## config.mk

```make
export PLATFORM = sky130hd
export DESIGN_NAME = instr_fetch_flat
export DESIGN_NICKNAME = d
export VERILOG_FILES = /design/src/rtl/instr_fetch_if.sv /design/src/rtl/instr_fetch.sv /design/src/flat_wrapper.sv
export SDC_FILE = /design/constraint.sdc
export NUM_CORES = 1
export LEC_CHECK = 0
export BUFFER_PORTS_ARGS = -buffer_cell sky130_fd_sc_hd__buf_2
export CAP_MARGIN = 20
export CORE_UTILIZATION = 56
export CTS_CLUSTER_DIAMETER = 40
export DETAILED_ROUTE_END_ITERATION = 10
export MAX_ROUTING_LAYER = met4
export PLACE_DENSITY = 0.86
export REMOVE_ABC_BUFFERS = 1
export SLEW_MARGIN = 10
export SYNTH_ARGS = -nofsm -noshare
export SYNTH_HDL_FRONTEND = slang
export SYNTH_SLANG_ARGS = --single-unit
```

## constraint.sdc

```tcl
create_clock -name clk -period 12.8 [get_ports clk]
set_clock_uncertainty 0.05 [all_clocks]
set_input_delay 2.56 -clock clk [delete_from_list [all_inputs] [get_ports clk]]
set_output_delay 2.56 -clock clk [all_outputs]
set_load 0.005 [all_outputs]
```

## src/rtl/instr_fetch_if.sv

```systemverilog
// rtl/instr_fetch_if.sv - instruction memory and decode handshake bundle for instr_fetch
interface instr_fetch_if;
  logic        imem_req;
  logic [31:0] imem_addr;
  logic        imem_gnt;
  logic        imem_rvalid;
  logic [31:0] imem_rdata;
  logic        if_valid;
  logic [31:0] if_instr;
  logic [31:0] if_pc;
  logic        id_ready;

  modport master (
    output imem_req, imem_addr, if_valid, if_instr, if_pc,
    input  imem_gnt, imem_rvalid, imem_rdata, id_ready
  );

  modport slave (
    input  imem_req, imem_addr, if_valid, if_instr, if_pc,
    output imem_gnt, imem_rvalid, imem_rdata, id_ready
  );
endinterface

```

## src/rtl/instr_fetch.sv

```systemverilog
// rtl/instr_fetch.sv - PC-driving fetch stage with request FSM and fetch buffer
// INSTR_FETCH_BYPASS_EN: present an empty-buffer response to decode in the same cycle
module instr_fetch #(
  parameter int          DEPTH    = 2,
  parameter logic [31:0] RESET_PC = 32'h0000_0000
) (
  input  logic          clk,
  input  logic          rst,
  input  logic [31:0]   pc_cur,
  output logic [31:0]   pc_next,
  output logic          pc_en,
  input  logic          redirect_valid,
  input  logic [31:0]   redirect_target,
  instr_fetch_if.master bus
);
  localparam int AW = $clog2(DEPTH);
  localparam int CW = AW + 1;
  localparam logic [CW-1:0] DEPTH_C = CW'(DEPTH);

  typedef enum logic [1:0] {IDLE, REQ, WAIT, DROP} state_t;

  state_t          state;
  logic            req_q;
  logic [31:0]     req_pc;
  logic [AW-1:0]   wr_ptr;
  logic [AW-1:0]   rd_ptr;
  logic [CW-1:0]   count;
  logic [CW-1:0]   count_after;
  logic [63:0]     buf_mem [DEPTH];
  logic [63:0]     head;
  logic            count_nz;
  logic            push;
  logic            pop;
  logic            space;
  logic            space_after;
  logic            granted;
  logic [31:0]     tgt_pc;
  logic            unused_tgt_bits;

  assign tgt_pc          = {redirect_target[31:2], 2'b00};
  assign unused_tgt_bits = ^redirect_target[1:0];
  assign granted         = (state == REQ) && bus.imem_gnt;
  assign head            = buf_mem[rd_ptr];
  assign count_nz        = (count != '0);

  // A flush wins over any push or pop in the same cycle.
  assign pop         = count_nz && bus.id_ready && !redirect_valid;
  assign count_after = count + CW'(push) - CW'(pop);
  assign space       = (count + CW'(state == WAIT)) < DEPTH_C;
  assign space_after = count_after < DEPTH_C;

`ifdef INSTR_FETCH_BYPASS_EN
  logic bypass;
  assign bypass       = !count_nz && (state == WAIT) && bus.imem_rvalid && !redirect_valid;
  assign push         = (state == WAIT) && bus.imem_rvalid && !redirect_valid && !(bypass && bus.id_ready);
  assign bus.if_valid = count_nz || bypass;
  assign bus.if_instr = count_nz ? head[31:0]  : (bypass ? bus.imem_rdata : 32'h0);
  assign bus.if_pc    = count_nz ? head[63:32] : (bypass ? req_pc : 32'h0);
`else
  assign push         = (state == WAIT) && bus.imem_rvalid && !redirect_valid;
  assign bus.if_valid = count_nz;
  assign bus.if_instr = count_nz ? head[31:0]  : 32'h0;
  assign bus.if_pc    = count_nz ? head[63:32] : 32'h0;
`endif

  assign bus.imem_req  = req_q;
  assign bus.imem_addr = pc_cur;

  always_comb begin
    pc_next = pc_cur;
    if (rst)
      pc_next = RESET_PC;
    else if (redirect_valid)
      pc_next = tgt_pc;
    else if (granted)
      pc_next = pc_cur + 32'd4;
  end

  always_ff @(posedge clk) begin
    if (rst) begin
      state  <= IDLE;
      req_q  <= 1'b0;
      req_pc <= RESET_PC;
      pc_en  <= 1'b0;
    end else begin
      pc_en <= 1'b1;
      if (redirect_valid) begin
        // A request already accepted by memory must have its response drained.
        case (state)
          IDLE: begin
            state <= REQ;
            req_q <= 1'b1;
          end
          REQ: begin
            if (bus.imem_gnt) begin
              state <= DROP;
              req_q <= 1'b0;
            end
          end
          WAIT: begin
            if (bus.imem_rvalid) begin
              state <= REQ;
              req_q <= 1'b1;
            end else begin
              state <= DROP;
              req_q <= 1'b0;
            end
          end
          DROP: begin
            if (bus.imem_rvalid) begin
              state <= REQ;
              req_q <= 1'b1;
            end
          end
          default: begin
            state <= IDLE;
            req_q <= 1'b0;
          end
        endcase
      end else begin
        case (state)
          IDLE: begin
            if (space) begin
              state <= REQ;
              req_q <= 1'b1;
            end
          end
          REQ: begin
            if (bus.imem_gnt) begin
              req_pc <= pc_cur;
              state  <= WAIT;
              req_q  <= 1'b0;
            end
          end
          WAIT: begin
            if (bus.imem_rvalid) begin
              if (space_after) begin
                state <= REQ;
                req_q <= 1'b1;
              end else begin
                state <= IDLE;
                req_q <= 1'b0;
              end
            end
          end
          DROP: begin
            if (bus.imem_rvalid) begin
              state <= REQ;
              req_q <= 1'b1;
            end
          end
          default: begin
            state <= IDLE;
            req_q <= 1'b0;
          end
        endcase
      end
    end
  end

  always_ff @(posedge clk) begin
    if (rst || redirect_valid) begin
      wr_ptr <= '0;
      rd_ptr <= '0;
      count  <= '0;
    end else begin
      if (push) begin
        buf_mem[wr_ptr] <= {req_pc, bus.imem_rdata};
        wr_ptr          <= wr_ptr + AW'(1);
      end
      if (pop)
        rd_ptr <= rd_ptr + AW'(1);
      count <= count_after;
    end
  end
endmodule

```

## src/flat_wrapper.sv

```systemverilog
// flat-port wrapper written by rule: the top's interface ports become plain ports
module instr_fetch_flat 
#(
  parameter int          DEPTH    = 2,
  parameter logic [31:0] RESET_PC = 32'h0000_0000
)
  (clk, rst, pc_cur, pc_next, pc_en, redirect_valid, redirect_target, bus_imem_req, bus_imem_addr, bus_if_valid, bus_if_instr, bus_if_pc, bus_imem_gnt, bus_imem_rvalid, bus_imem_rdata, bus_id_ready);
  instr_fetch_if bus_i ();
  input  logic clk;
  input  logic rst;
  input  logic [31:0] pc_cur;
  output logic [31:0] pc_next;
  output logic pc_en;
  input  logic redirect_valid;
  input  logic [31:0] redirect_target;
  output wire logic [$bits(bus_i.imem_req)-1:0] bus_imem_req;
  output wire logic [$bits(bus_i.imem_addr)-1:0] bus_imem_addr;
  output wire logic [$bits(bus_i.if_valid)-1:0] bus_if_valid;
  output wire logic [$bits(bus_i.if_instr)-1:0] bus_if_instr;
  output wire logic [$bits(bus_i.if_pc)-1:0] bus_if_pc;
  input wire logic [$bits(bus_i.imem_gnt)-1:0] bus_imem_gnt;
  input wire logic [$bits(bus_i.imem_rvalid)-1:0] bus_imem_rvalid;
  input wire logic [$bits(bus_i.imem_rdata)-1:0] bus_imem_rdata;
  input wire logic [$bits(bus_i.id_ready)-1:0] bus_id_ready;
  assign bus_imem_req = bus_i.imem_req;
  assign bus_imem_addr = bus_i.imem_addr;
  assign bus_if_valid = bus_i.if_valid;
  assign bus_if_instr = bus_i.if_instr;
  assign bus_if_pc = bus_i.if_pc;
  assign bus_i.imem_gnt = bus_imem_gnt;
  assign bus_i.imem_rvalid = bus_imem_rvalid;
  assign bus_i.imem_rdata = bus_imem_rdata;
  assign bus_i.id_ready = bus_id_ready;
  instr_fetch #(.DEPTH(DEPTH), .RESET_PC(RESET_PC)) u_core (.clk(clk), .rst(rst), .pc_cur(pc_cur), .pc_next(pc_next), .pc_en(pc_en), .redirect_valid(redirect_valid), .redirect_target(redirect_target), .bus(bus_i));
endmodule
```

==> flow_summary.yaml, run 1 <==
worst_setup_path:
  critical-path-max-stage-delay_ns: 0.75
  cp.arrival_ns: 4.79
  crit_path_start: "pc_cur[16]"
  rrSetupSlack_ns: 9.48
  critical_path.startpoint_type: "input port"
  path_cells: "buf_2 > nand4_2 > or4_1 > or4_1 > a311oi_1 > buf_2"
  crit_path_end_kind: "output port"
  critical_path_peak_fanout: 8
  crit-reg2reg-capture: "u_core.state[0]$_SDFFE_PP0P_"
  rr_startpoint: "u_core.count[1]$_SDFF_PP0_"
  register_to_register_path_depth: 12
  required_ns: 10.19
  cpMaxStageDelayCell: "sky130_fd_sc_hd__or4_1"
  timing.setup.critical_path_class: "input port to output port"
detailed_routing:
  post_drt_via_cell_ratio: 5.69
  ant_nets: 0
  drtPass1Iterations: 5
  detail_route.wirelength_mm: 18.6
  remaining_drc_errors: 0
  wl_per_cell_um: 17.7
  initialDrtViolationCount: 641
  dr_total_vias: 5993
pwr:
  share_clk_of_total_power_pct: 43.0
  pwr_density_cell_nw_per_um2: 127
  worst_ir_drop_vdd_v: 0.0000830
  leakagePower_uw: 0.00352
  comb_power_share_pct: 6.8
  design_internal_power_uw: 938
  pwr-share-seq_pct: 50.1
  swShare_pct: 21.2
  net-switching-power_uw: 252
cts:
  postCtsSetupRepairBufs: 0
  cts-resized-gates: 0
  tritoncts.num_buffers: 17
  cts_buffer_depth: 2
  tritoncts: "built"
  cts.sinks: 169
  hold_buffers: 0
  clkTransAtPathRegs_ns: 0.06
  clock_latency_ns: 0.42
  ctsRootBufferMaster: "sky130_fd_sc_hd__clkbuf_16"
  htreeDepth: 4
sta:
  timing_hold_violations_final: 0
  timing_worst_slew_pin_value_ns: 0.947
  grt_setup_unrepaired: "no"
  slew-limit-headroom_pct: 36.9
  timing.hold.ws_ns: 0.402
  setup_viol_count_final: 0
  final-max-slew-violation-count: 0
  maxClockFrequency_ghz: 0.135
  finalSetupTns_ns: 0
  period_minus_slack_ns: 7.40
  final_min_period_over_clock_period_pct: 57.8
min_path:
  whs_path_depth: 0
  timing.hold.worst.start: "u_core.req_pc[27]$_SDFFE_PP0P_"
  timing.hold.worst.class: "flip-flop to flip-flop"
  worst_hold_path.endpoint: "u_core.buf_mem[1][59]$_DFFE_PP_"
global_route:
  globalRouteOverflowTotal: 0
  grt_max_degree: 71
  global_route_wire_length_before_repair_mm: 28.7
  grt_pass1_vias: 5681
  antenna_found_initial: 0
  grt_usage_pct: 27.1
synthesis:
  synth_most_common_cell: "sky130_fd_sc_hd__edfxtp_1"
  synth.cell_area_um2: 7770
  synth.top_cells.by_count: "sky130_fd_sc_hd__edfxtp_1 (128), sky130_fd_sc_hd__nor2_1 (94), sky130_fd_sc_hd__nand2_1 (76), sky130_fd_sc_hd__mux2i_1 (65), sky130_fd_sc_hd__dfxtp_1 (41)"
  postSynth.topFlopCell: "sky130_fd_sc_hd__edfxtp_1"
  postSynth.asyncResetShare_pct: 0
  synth-edff-count: 128
  yosys_warnings: 0
  netlist-cell-type-count: 51
  synthTopCellsByArea: "sky130_fd_sc_hd__edfxtp_1 (49%), sky130_fd_sc_hd__dfxtp_1 (11%), sky130_fd_sc_hd__mux2i_1 (8.4%)"
  ys_seq_elements: 169
  synth_largest_area_cell: "sky130_fd_sc_hd__edfxtp_1"
  synth_top_area_share_pct: 49.5
  syn_avg_cell_area_um2: 11.4
  synth_cells: 681
  ys_seq_area_share_pct: 60.0
final_layout:
  proportion_of_layout_cells_with_a_drive_suffix_above_1_pct: 31.2
  antenna-diode-count: 0
  fillers: 990
  finish.utilization_pct: 70.0
  finalNetCount: 970
  areaGrowthSynthToFinish_pct: 20.7
placement:
  placement.io_buffers: 230
  place.detailed.hpwl_mm: 12.3
  final_gp_congestion: 0.880
floorplanning:
  die_height_um: 120
  core_region_area_um2: 13400
  die_area_um2: 14300
  top_level_ports: 233
  die_width_um: 120
  start_util_pct: 58.0
  row_count: 42
run_status:
  outcome: "complete, no violations"
flow_run:
  max_cap_violations: 0
-- cell usage in the layout (no fill, tap or decap), types with 4 or more instances in the layout --
| cell | n |
|---|---|
| sky130_fd_sc_hd__dfxtp_1 | 40 |
| sky130_fd_sc_hd__buf_2 | 230 |
| sky130_fd_sc_hd__a211oi_1 | 11 |
| sky130_fd_sc_hd__edfxtp_1 | 128 |
| sky130_fd_sc_hd__xor2_1 | 9 |
| sky130_fd_sc_hd__nand2_1 | 76 |
| sky130_fd_sc_hd__and3_1 | 6 |
| sky130_fd_sc_hd__buf_4 | 8 |
| sky130_fd_sc_hd__nor2_1 | 91 |
| sky130_fd_sc_hd__clkbuf_16 | 17 |
| sky130_fd_sc_hd__a311oi_1 | 11 |
| sky130_fd_sc_hd__nor3_1 | 10 |
| sky130_fd_sc_hd__nand3_1 | 18 |
| sky130_fd_sc_hd__and2_1 | 4 |
| sky130_fd_sc_hd__o21ai_0 | 7 |
| sky130_fd_sc_hd__mux2i_1 | 65 |
| sky130_fd_sc_hd__xnor2_1 | 4 |
| sky130_fd_sc_hd__o31ai_1 | 9 |
| sky130_fd_sc_hd__nand4b_1 | 4 |
| sky130_fd_sc_hd__nor4_1 | 7 |
| sky130_fd_sc_hd__inv_1 | 7 |
| sky130_fd_sc_hd__or4_1 | 14 |
| sky130_fd_sc_hd__nand4_1 | 10 |
| sky130_fd_sc_hd__a21oi_1 | 35 |
-- worst max path at each step --
stage | end | slack (ns) | cells after the start
finish | pc_next[26] | 5.40 | 6
global placement | pc_next[26] | 5.41 | 6
floorplan | pc_next[24] | 6.00 | 3
global route | pc_next[26] | 5.32 | 6
CTS | pc_next[26] | 5.36 | 6
detailed placement | pc_next[26] | 5.36 | 6
-- power groups by stage --
| stage | Clock, uW | Sequential [uW] | Combinational (uW) |
|---|---|---|---|
| after global placement | 0 | 608 | 78.4 |
| after global routing | 542 | 597 | 89.2 |
| after floorplan | 0 | 608 | 28.5 |
| after CTS | 519 | 597 | 81.1 |
| final | 512 | 597 | 81.4 |
| after detailed placement | 0 | 608 | 80.6 |
-- kinds of logic after synthesis --
family / share of synthesized area (%)
flip-flops: 60.0
AO/OA/AOI/OAI: 7.44
adder cells (fa/ha/maj): 0.483
multiplexers: 8.37
AND/OR/NAND/NOR: 15.7
XOR/XNOR: 1.76
buffers and inverters: 6.17
-- area by class of cell --
type	instances	area, um^2	share of cell area, %
timing repair buffer	238	1210	12.9
inverter	9	33.8	0.360
sequential	169	4670	49.8
tap	176	220	2.35
clock buffer	21	450	4.80
multi-input combinational	430	2650	28.2
clock inverter	10	144	1.53
-- metrics by stage --
step                      instances  power (uW)  cell area, um^2  worst slack (ns)
after global placement         1022         686             8780              5.41
after global routing           1053        1230             9380              5.32
final                          1053        1190             9380              5.40
after detailed placement       1022         689             8780              5.36
after floorplan                 608         636             7320              6.00
after CTS                      1053        1200             9380              5.36
-- routing by layer --
layer  up-vias  track usage (%)  part of all wire [%]
met1      2817             31.9                    39
met4         0             10.0                   1.6
met3        36             6.42                   7.7
met5         -                -                     0
li1       2840                -                     -
met2       300             45.4                    52
-- state kept, by name, indices dropped and copies added (netlist names), named ones only --
name                 count
u_core.buf_mem         128
u_core.bus.imem_req      1
u_core.count             2
u_core.pc_en             1
u_core.rd_ptr            1
u_core.req_pc           32
u_core.state             2
u_core.wr_ptr            1
-- worst max-delay path, delay by kind of cell --
family          cells  cell delay (ns)
simple gates        3             1.51
buf+inv             2             0.35
compound gates      1             0.37
Note: power is estimated with default switching activity, not from simulation.
==> inputs of run 2 (changes only) <==
CORE_UTILIZATION = 47   (was 56)
PLACE_DENSITY = 0.77   (was 0.86)
clock period = 6.1 ns   (was 12.8 ns; I/O delays follow)
==> flow_summary.yaml, run 2 (synthesis results as in run 1) <==
floorplanning:
  core_region_area_um2: 16000
  top_level_ports: 233
  die_height_um: 131
  start_util_pct: 48.6
  die_width_um: 131
  row_count: 46
  die_area_um2: 17000
detailed_routing:
  wl_per_cell_um: 16.5
  drtPass1Iterations: 5
  ant_nets: 0
  dr_total_vias: 5800
  detail_route.wirelength_mm: 18.0
  remaining_drc_errors: 0
  initialDrtViolationCount: 306
  post_drt_via_cell_ratio: 5.31
global_route:
  global_route_wire_length_before_repair_mm: 26.9
  globalRouteOverflowTotal: 0
  grt_pass1_vias: 5262
  antenna_found_initial: 0
  grt_max_degree: 65
  grt_usage_pct: 21.8
flow_run:
  max_cap_violations: 0
final_layout:
  finish.utilization_pct: 58.7
  layout.cells.most_common_list: "sky130_fd_sc_hd__buf_2 (230), sky130_fd_sc_hd__edfxtp_1 (128), sky130_fd_sc_hd__nor2_1 (91), sky130_fd_sc_hd__nand2_1 (76), sky130_fd_sc_hd__mux2i_1 (65)"
  fillers: 1417
  instances_no_fill: 1093
  finalNetCount: 970
  top_register: "u_core.buf_mem"
  antenna-diode-count: 0
  proportion_of_layout_cells_with_a_drive_suffix_above_1_pct: 30.9
  number_of_flip_flops_under_the_largest_register_name: 128
  finalInstanceArea_um2: 9390
  final_common_cell: "sky130_fd_sc_hd__buf_2"
  largest_registers: "u_core.buf_mem: 128 flops, u_core.req_pc: 32 flops"
  areaGrowthSynthToFinish_pct: 20.9
sta:
  final-max-slew-violation-count: 0
  final_min_period_over_clock_period_pct: 75.0
  finalSetupTns_ns: 0
  timing_hold_violations_final: 0
  maxClockFrequency_ghz: 0.219
  slew-limit-headroom_pct: 37.3
  timing_worst_slew_pin_value_ns: 0.940
  period_minus_slack_ns: 4.57
  setup_viol_count_final: 0
  timing.hold.ws_ns: 0.405
  grt_setup_unrepaired: "no"
cts:
  clock_latency_ns: 0.43
  hold_buffers: 0
  postCtsSetupRepairBufs: 0
  clkTransAtPathRegs_ns: 0.06
  cts_buffer_depth: 2
  tritoncts: "built"
  ctsRootBufferMaster: "sky130_fd_sc_hd__clkbuf_16"
  cts.sinks: 169
  tritoncts.num_buffers: 17
  htreeDepth: 4
  cts-resized-gates: 0
worst_setup_path:
  crit_path_end_kind: "output port"
  timing.setup.critical_path_class: "input port to output port"
  cp.arrival_ns: 3.30
  crit_path_start: "pc_cur[15]"
  critical_path_peak_fanout: 8
  rr_startpoint: "u_core.state[1]$_SDFFE_PP0P_"
  required_ns: 4.83
  critical_path.startpoint_type: "input port"
pwr:
  net-switching-power_uw: 531
  share_clk_of_total_power_pct: 41.9
  leakagePower_uw: 0.00350
  design_internal_power_uw: 1910
  swShare_pct: 21.7
  comb_power_share_pct: 6.9
  pwr_density_cell_nw_per_um2: 260
  worst_ir_drop_vdd_v: 0.000193
  pwr-share-seq_pct: 51.2
run_status:
  outcome: "complete, no violations"
min_path:
  timing.hold.worst.class: "flip-flop to flip-flop"
  timing.hold.worst.start: "u_core.req_pc[11]$_SDFFE_PP0P_"
placement:
  dp.cells: 1062
  place.detailed.hpwl_mm: 12.2
  detailed_place.area_um2: 8830
  final_gp_congestion: 0.758
  placement.io_buffers: 230
[run 2: cell count changes in the layout (fill, tap and decap cells not counted), sizes merged]
| cell | delta |
|---|---|
| clkinvlp | -2 |
| clkbuf | -2 |
| bufinv | -1 |
| clkinv | +5 |
[run 2: metrics by stage]
stage | setup WS [ns] | total power (uW)
2_1_floorplan | 1.37 | 1340
3_3_place_gp | 1.52 | 1440
3_5_place_dp | 1.54 | 1440
4_1_cts | 1.54 | 2450
5_1_grt | 1.31 | 2520
6_report | 1.53 | 2440
[run 2: final cells by class]
cell class                 instances  area [um^2]  share of cell area, %
sequential                       169         4670                   49.7
multi-input combinational        430         2650                   28.2
timing repair buffer             238         1210                   12.9
clock buffer                      19          433                   4.61
tap                              216          270                   2.88
clock inverter                    12          125                   1.33
inverter                           9         33.8                  0.360
[run 2: per-layer routing]
layer / vias to the layer above / wire length (um) / GRT usage [%]
met1: 2713 / 7600 / 26.5
li1: 2845 / - / -
met4: 0 / 219 / 8.11
met3: 22 / 1120 / 3.66
met5: - / 0 / -
met2: 220 / 9080 / 36.4
[run 2: final timing paths]
check | to | slack, ns | cells after the start
worst min-delay path | u_core.buf_mem[0][43]$_DFFE_PP_ | 0.40 | 0
worst max-delay path | pc_next[23] | 1.53 | 6
worst min register to register | u_core.buf_mem[0][43]$_DFFE_PP_ | 0.40 | 0
worst max register to register | u_core.buf_mem[0][14]$_DFFE_PP_ | 3.63 | 5
[run 2: power groups by stage]
stage               Clock [uW]  Sequential (uW)  Combinational, uW
finish                    1020             1250                168
global route              1080             1250                187
CTS                       1030             1250                169
detailed placement           0             1280                168
global placement             0             1280                165
floorplan                    0             1280               59.8
[run 2: critical path: stages]
cell                       delay [ns]
sky130_fd_sc_hd__buf_2           0.17
sky130_fd_sc_hd__nand4_2         0.16
sky130_fd_sc_hd__or4_1           0.71
sky130_fd_sc_hd__or4_1           0.54
sky130_fd_sc_hd__a311oi_1        0.32
sky130_fd_sc_hd__buf_2           0.18
